**src/rtl/led_pwm_fader.sv**
```systemverilog
// Per-channel PWM LED fader: takes target patterns over valid/ready and ramps each duty toward full/off.
// Optional build macro LED_FADER_GAMMA_EN squares the duty before the PWM compare.
module led_pwm_fader #(
  parameter int unsigned N_LED    = 8,
  parameter int unsigned PWM_BITS = 8,
  parameter int unsigned STEP     = 16,
  parameter int unsigned RAMP_DIV = 1024
) (
  input  logic             clk,
  input  logic             rst_n,
  input  logic [N_LED-1:0] pat_in,
  input  logic             pat_valid,
  output logic             pat_ready,
  output logic [N_LED-1:0] led_out,
  output logic             busy
);

  localparam int unsigned DMAX = (1 << PWM_BITS) - 1;
  localparam int unsigned PW   = (RAMP_DIV > 1) ? $clog2(RAMP_DIV) : 1;

  typedef enum logic {IDLE, RAMP} state_e;

  state_e                state_q, state_d;
  logic [N_LED-1:0]      target_q, target_d;
  logic [PWM_BITS-1:0]   duty_q [N_LED];
  logic [PWM_BITS-1:0]   duty_d [N_LED];
  logic [PW-1:0]         presc_q, presc_d;
  logic [PWM_BITS-1:0]   pwm_cnt_q;
  logic [N_LED-1:0]      led_q, led_d;
  logic                  pat_ready_q, busy_q;
  logic                  accept_c, tick_c, cur_done_c, new_done_c;

  function automatic logic [PWM_BITS-1:0] goal_of(input logic on);
    return on ? PWM_BITS'(DMAX) : '0;
  endfunction

  // One saturating ramp step; the extra MSB catches overflow and borrow.
  function automatic logic [PWM_BITS-1:0] ramp_step(input logic [PWM_BITS-1:0] d, input logic up);
    logic [PWM_BITS:0] s;
    if (up) begin
      s = {1'b0, d} + (PWM_BITS+1)'(STEP);
      return (s > (PWM_BITS+1)'(DMAX)) ? PWM_BITS'(DMAX) : s[PWM_BITS-1:0];
    end else begin
      s = {1'b0, d} - (PWM_BITS+1)'(STEP);
      return s[PWM_BITS] ? '0 : s[PWM_BITS-1:0];
    end
  endfunction

`ifdef LED_FADER_GAMMA_EN
  function automatic logic [PWM_BITS-1:0] cmp_of(input logic [PWM_BITS-1:0] d);
    logic [2*PWM_BITS-1:0] p;
    p = (2*PWM_BITS)'(d) * (2*PWM_BITS)'(d);
    return p[2*PWM_BITS-1:PWM_BITS];
  endfunction
`else
  function automatic logic [PWM_BITS-1:0] cmp_of(input logic [PWM_BITS-1:0] d);
    return d;
  endfunction
`endif

  assign accept_c = pat_valid & pat_ready_q;
  assign tick_c   = (presc_q == PW'(RAMP_DIV - 1));

  // Next-state, ramp and PWM compare logic.
  always_comb begin
    state_d    = state_q;
    target_d   = target_q;
    presc_d    = tick_c ? '0 : presc_q + PW'(1);
    cur_done_c = 1'b1;
    new_done_c = 1'b1;
    led_d      = '0;
    for (int i = 0; i < N_LED; i++) begin
      duty_d[i] = duty_q[i];
      if (duty_q[i] != goal_of(target_q[i])) cur_done_c = 1'b0;
      if (duty_q[i] != goal_of(pat_in[i]))   new_done_c = 1'b0;
      if (state_q == RAMP && tick_c) duty_d[i] = ramp_step(duty_q[i], target_q[i]);
      led_d[i] = (duty_q[i] == PWM_BITS'(DMAX)) | (pwm_cnt_q < cmp_of(duty_q[i]));
    end
    case (state_q)
      IDLE: begin
        if (accept_c) begin
          target_d = pat_in;
          if (!new_done_c) state_d = RAMP;
        end
      end
      RAMP: begin
        if (cur_done_c) state_d = IDLE;
      end
      default: state_d = IDLE;
    endcase
  end

  always_ff @(posedge clk or negedge rst_n) begin
    if (!rst_n) begin
      state_q     <= IDLE;
      target_q    <= '0;
      presc_q     <= '0;
      pwm_cnt_q   <= '0;
      led_q       <= '0;
      pat_ready_q <= 1'b1;
      busy_q      <= 1'b0;
      for (int i = 0; i < N_LED; i++) duty_q[i] <= '0;
    end else begin
      state_q     <= state_d;
      target_q    <= target_d;
      presc_q     <= presc_d;
      pwm_cnt_q   <= pwm_cnt_q + PWM_BITS'(1);
      led_q       <= led_d;
      pat_ready_q <= (state_d == IDLE);
      busy_q      <= (state_d == RAMP);
      for (int i = 0; i < N_LED; i++) duty_q[i] <= duty_d[i];
    end
  end

  assign pat_ready = pat_ready_q;
  assign busy      = busy_q;
  assign led_out   = led_q;

endmodule
```
**config.mk**
```make
export PLATFORM = sky130hd
export DESIGN_NAME = led_pwm_fader
export DESIGN_NICKNAME = d
export VERILOG_FILES = /design/src/rtl/led_pwm_fader.sv
export SDC_FILE = /design/constraint.sdc
export NUM_CORES = 1
export LEC_CHECK = 0
export ABC_AREA = 1
export BUFFER_PORTS_ARGS = -buffer_cell sky130_fd_sc_hd__buf_2
export CAP_MARGIN = 25
export CORE_MARGIN = 5
export CORE_UTILIZATION = 59
export DETAILED_ROUTE_END_ITERATION = 8
export PLACE_DENSITY = 0.85
export RECOVER_POWER = 100
export SLEW_MARGIN = 20
export SYNTH_ARGS = -nofsm -noshare
export SYNTH_HDL_FRONTEND = slang
export SYNTH_SLANG_ARGS = --single-unit
```
**constraint.sdc**
```tcl
create_clock -name clk -period 2.05 [get_ports clk]
set_clock_uncertainty 0.1 [all_clocks]
set_input_delay 0.5125 -clock clk [delete_from_list [all_inputs] [get_ports clk]]
set_output_delay 0.5125 -clock clk [all_outputs]
set_load 0.005 [all_outputs]
```
# After elaboration in Yosys (flattened, before gate mapping)
# Index checks and enable logic that the tools add are counted.
[word_totals] inputBits=11 reg_bits=100 elab_cells=147
[classes] n_bitwise=11 add_sub_neg=18 muxes=61 reduce_logical=2 n_eq_ne=25 magnitude_cmp=16
[op_table] operator="$mux W8" count=40
[op_table] operator="$ne A8 B8 Y1" count=16
[op_table] operator="$add A8 B5 Y9 const B" count=8
[op_table] operator="$gt A9 B8 Y1 const B" count=8
[op_table] operator="$sub A8 B5 Y9 const B" count=8
[op_table] operator="$eq A8 B8 Y1 const B" count=8
[op_table] operator="$lt A8 B8 Y1" count=8
[op_table] operator="$mux W1" count=19
[op_table] operator="$add A10 B1 Y10 const B" count=1
[op_table] operator="$eq A10 B10 Y1 const B" count=1
[op_table] operator="$mux W10" count=1
[op_table] operator="$add A8 B1 Y8 const B" count=1
[op_table] operator="$or A1 B1 Y1" count=8
[op_table] operator="$not A1 Y1" count=2
[op_table] operator="$pmux W1 S2" count=1
[op_table] operator="$reduce_and A2 Y1" count=1
[op_table] operator="$and A1 B1 Y1" count=1
[op_table] operator="$logic_and A1 B1 Y1" count=1

# Logic depth before layout (Yosys ltp)
[depth] word_depth=14 depth_mapped=12

# Worst setup path before layout
# Ideal clock, no wire load.
[synth_path] kind="register to register" start="register presc_q[0]" end="register duty_q[2] in the netlist's numbering" stages_incl_launch_ff=12 arrival_ps=1578 synth_period_minus_slack_ps=1795 slack_ps=255 path_cell_list="dfrtp_1 > ha_1 > nand2_2 > nor2_4 > nand4_2 > nor2_4 > nand3_4 > nor2_8 > buf_6 > nand2_1 > nand2_1 > nand2_1"
[synth_between] elab_chain_len=2
[synth_rtl] element="start, declared" line_no="27" source="logic [PW-1:0] presc_q, presc_d;"
[synth_rtl] element="start signal, assigned" line_no="106" source="presc_q <= presc_d;"
[synth_rtl] element="$eq A10 B10 Y1" line_no="62" source="assign tick_c = (presc_q == PW'(RAMP_DIV - 1));"
[synth_rtl] element="$logic_and A1 B1 Y1" line_no="76" source="if (state_q == RAMP && tick_c) duty_d[i] = ramp_step(duty_q[i], target_q[i]);"
[synth_rtl] element="end, declared" line_no="25" source="logic [PWM_BITS-1:0] duty_q [N_LED];"
# No other way between the ends.
# A chain may end at the register's enable or synchronous reset.

# Final worst setup path
[layout_path] start="register presc_q[0]" end="register duty_q[50] in the netlist's numbering"
# The elaborated chain is that of the path after synthesis.

==> flow_summary.yaml <==
placed_design:
  post-dp-hpwl_mm: 10.1
  place.gp.congestion: 0.888
  place_ws_ns: 0.0658
  numPortBuffers: 20
  dp_cells: 1006
routing:
  routed_wl_mm: 14.7
  firstDrtPassIters: 5
  viasPerCell: 5.54
  drcViolationCount: 0
  wl_per_cell_um: 14.3
  drt_iter0_drc: 428
  vias: 5705
  postRouteAntennaNets: 0
clocking:
  cts-htree-levels: 3
  clockRootBuffer: "clkbuf_8"
  cts_buffer_depth: 2
  clock-sinks: 76
  clk_latency_ns: 0.36
  cts_tree: "yes"
  numCtsBuffers: 9
  clk_pin_slew_worst_paths_ns: 0.08
setup_path:
  crit_path_max_fanout: 5
  worstPathArrival_ns: 2.15
  cp_slowest_cell: "dfrtp_1"
  cp_slowest_stage_delay_ns: 0.42
  crit_chain: "ha_4 > nand2_4 > nor2_4 > nand4_4 > nor2_4 > nand3_4 > nor2_8 > buf_12 > nand2_2 > nand2_1 > nand2_1"
  startpoint: "presc_q[0]"
  reg2reg_from: "presc_q[0]"
  worstPathRequired_ns: 2.20
  crit_type: "flip-flop to flip-flop"
  critPathCaptureType: "flip-flop"
  cp-start-kind: "flip-flop"
power:
  power_density_nw_per_um2: 450
  p_leak_uw: 0.00356
  vdd_drop_max_uv: 336
logic_synthesis:
  ys_types: 31
  synth_edf_count: 0
  synthArstFlopShare_pct: 100
  ys_warn_count: 0
  synth_ff_type: "dfrtp_1"
  synth_top_cell_by_area: "dfrtp_1"
  synthCells: 855
  synth.net_count: 948
  ys_ff_latch: 76
  syn_avg_cell_area_um2: 7.23
  yosys.area.top_type_share_pct: 30.4
  synth_area_leaders: "dfrtp_1 30%, ha_1 17%, nand2_1 14%, inv_1 6.7%, o21ai_0 5.3%"
  yosysSeqAreaShare_pct: 30.8
  netlist_area_um2: 6180
grt:
  first_global_vias: 5236
  grt_usage_pct: 23.4
  antenna_found_initial: 0
  grt_overflow: 0
  grt_max_degree: 37
  grt_first_pass_wirelength_mm: 24.4
sta:
  fmax_mhz: 499
  layout_setup_ws_ns: 0.0450
  report.final.slew_viol_count: 0
  min_period_ns: 2.00
  rsz0062_at_grt: "true"
  fin_crit_sh_pct: 97.8
  worst_pin_slew_ns: 0.565
  finalHoldViolCount: 0
  worst_slew_margin_rel_pct: 62.3
  setup_viol: 0
floorplan:
  die_h_um: 112
  io_pins: 21
  std_cell_rows: 37
  core_um2: 10300
  initial_core_util_pct: 60.2
  die_x_um: 112
  die-area_um2: 12600
run:
  max-cap-violations: 0
min_path:
  worst_hold_path_type: "input port to flip-flop"
  hold_start: "pat_in[4]"
cells_and_area:
  antenna_cells: 0
  nets: 982
  area_delta_synth_final_pct: 11.5
  nFillCells: 879
  final_cell_count_no_fill: 1030
  drive_gt1_share_pct: 7.83
outcome:
  outcome: "finished clean"
report_power, final:
group / total (uW) / internal, uW / switching [uW]
Sequential: 1500 / 1500 / 0
Clock: 1540 / 967 / 572
Combinational: 66.9 / 19.9 / 47.0
placed cells by master (no fill, tap or decap), types with 2 or more instances in the layout:
| cell type | Yosys | routed |
|---|---|---|
| o31ai_1 | 2 | 2 |
| buf_4 | 0 | 11 |
| o21ai_0 | 65 | 61 |
| nand2_2 | 2 | 8 |
| o21a_1 | 8 | 8 |
| a21oi_1 | 39 | 39 |
| xor2_1 | 24 | 24 |
| buf_2 | 6 | 19 |
| inv_1 | 111 | 111 |
| o21ai_1 | 9 | 13 |
| a31oi_1 | 2 | 2 |
| buf_12 | 0 | 3 |
| nand3_1 | 62 | 61 |
| nor3_1 | 7 | 7 |
| clkbuf_16 | 0 | 3 |
| ha_1 | 82 | 81 |
| clkbuf_8 | 0 | 10 |
| clkbuf_1 | 3 | 2 |
| xnor2_1 | 10 | 10 |
| nand2_1 | 236 | 229 |
| nand4_1 | 23 | 23 |
| bufinv_16 | 0 | 4 |
| nor2_1 | 69 | 69 |
| dfrtp_1 | 75 | 74 |
| o211ai_1 | 3 | 3 |
| nor2_4 | 3 | 3 |
worst max-delay path: cells and delay by family, from the launching register on:
kind                     cells  cell delay, ns
adder cells (fa/ha/maj)      1            0.17
buffers and inverters        1            0.17
flip-flops                   1            0.42
AND/OR/NAND/NOR              9            1.02
area by class of cell:
type | count | area [um2] | area share, %
clock buffer | 12 | 145 | 2.11
multi-input combinational | 653 | 3810 | 55.3
inverter | 112 | 420 | 6.10
clock inverter | 4 | 120 | 1.74
sequential | 76 | 1900 | 27.6
tap | 136 | 170 | 2.47
timing repair buffer | 37 | 323 | 4.68
layer usage:
| layer | track usage (%) | part of all wire (%) |
|---|---|---|
| met1 | 31.6 | 45 |
| met2 | 38.3 | 47 |
| met3 | 3.77 | 6.0 |
| met4 | 7.85 | 2.2 |
| met5 | 0 | 0 |
metrics by stage:
step / util [%] / cell area, um2 / power, uW / hold WS [ns] / TNS, ns
floorplan: - / 6180 / 1540 / 0.117 / 0
detailed placement: 62.9 / 6460 / 1600 / 0.373 / 0
CTS: 65.6 / 6740 / 3120 / 0.279 / 0
global placement: 62.9 / 6460 / 1590 / 0.372 / 0
finish: 67.1 / 6890 / 3100 / 0.283 / 0
global route: 67.1 / 6890 / 3210 / 0.290 / -0.870
cell families (layout without fill, tap and decap cells):
family                     after synthesis  after routing  share of synthesized area [%]
AOI/OAI and AO/OA                      129            129                           11.0
xor gates and xnor gates                34             34                           4.82
adders and majority gates               82             82                           16.6
buffers and inverters                  126            165                           8.38
DFF                                     76             76                           30.8
muxes                                    1              1                          0.182
and+or+nand+nor                        407            407                           28.2
worst paths after layout:
path	to	slack, ns	depth (start not counted)
setup / recovery	duty_q[50]	0.05	11
hold / removal	target_q[4]	0.28	3
setup reg to reg	duty_q[50]	0.05	11
hold reg to reg	duty_q[39]	0.47	2
max in group asynchronous	pat_ready	0.73	3
min in group asynchronous	led_out[1]	0.52	2
synthesized netlist by cell type, types with 5 or more instances:
library cell and n:
o21ai_0 65, o21a_1 8, nor2_1 69, buf_2 6, ha_1 82, xnor2_1 10, nand2_1 236, dfrtp_1 75
xor2_1 24, o21ai_1 9, nor3_1 7, inv_1 111, a21oi_1 39, nand4_1 23, buf_6 5, nand3_1 62
what timing repair did:
action / CTS / global route
hold buffers: 1 / 0
buffers inserted: 0 / 4
gates resized for setup: 0 / 17
setup endpoints to repair: 0 / 28
endpoints found under the hold margin: 29 / 0
sequential cells by signal (all words and copies together), names as in the netlist:
register and cells:
pat_ready 1, led_out 8, target_q 8, presc_q 10
duty_q 40, pwm_cnt_q 8, busy 1
Note: power is estimated with default switching activity, not from simulation.
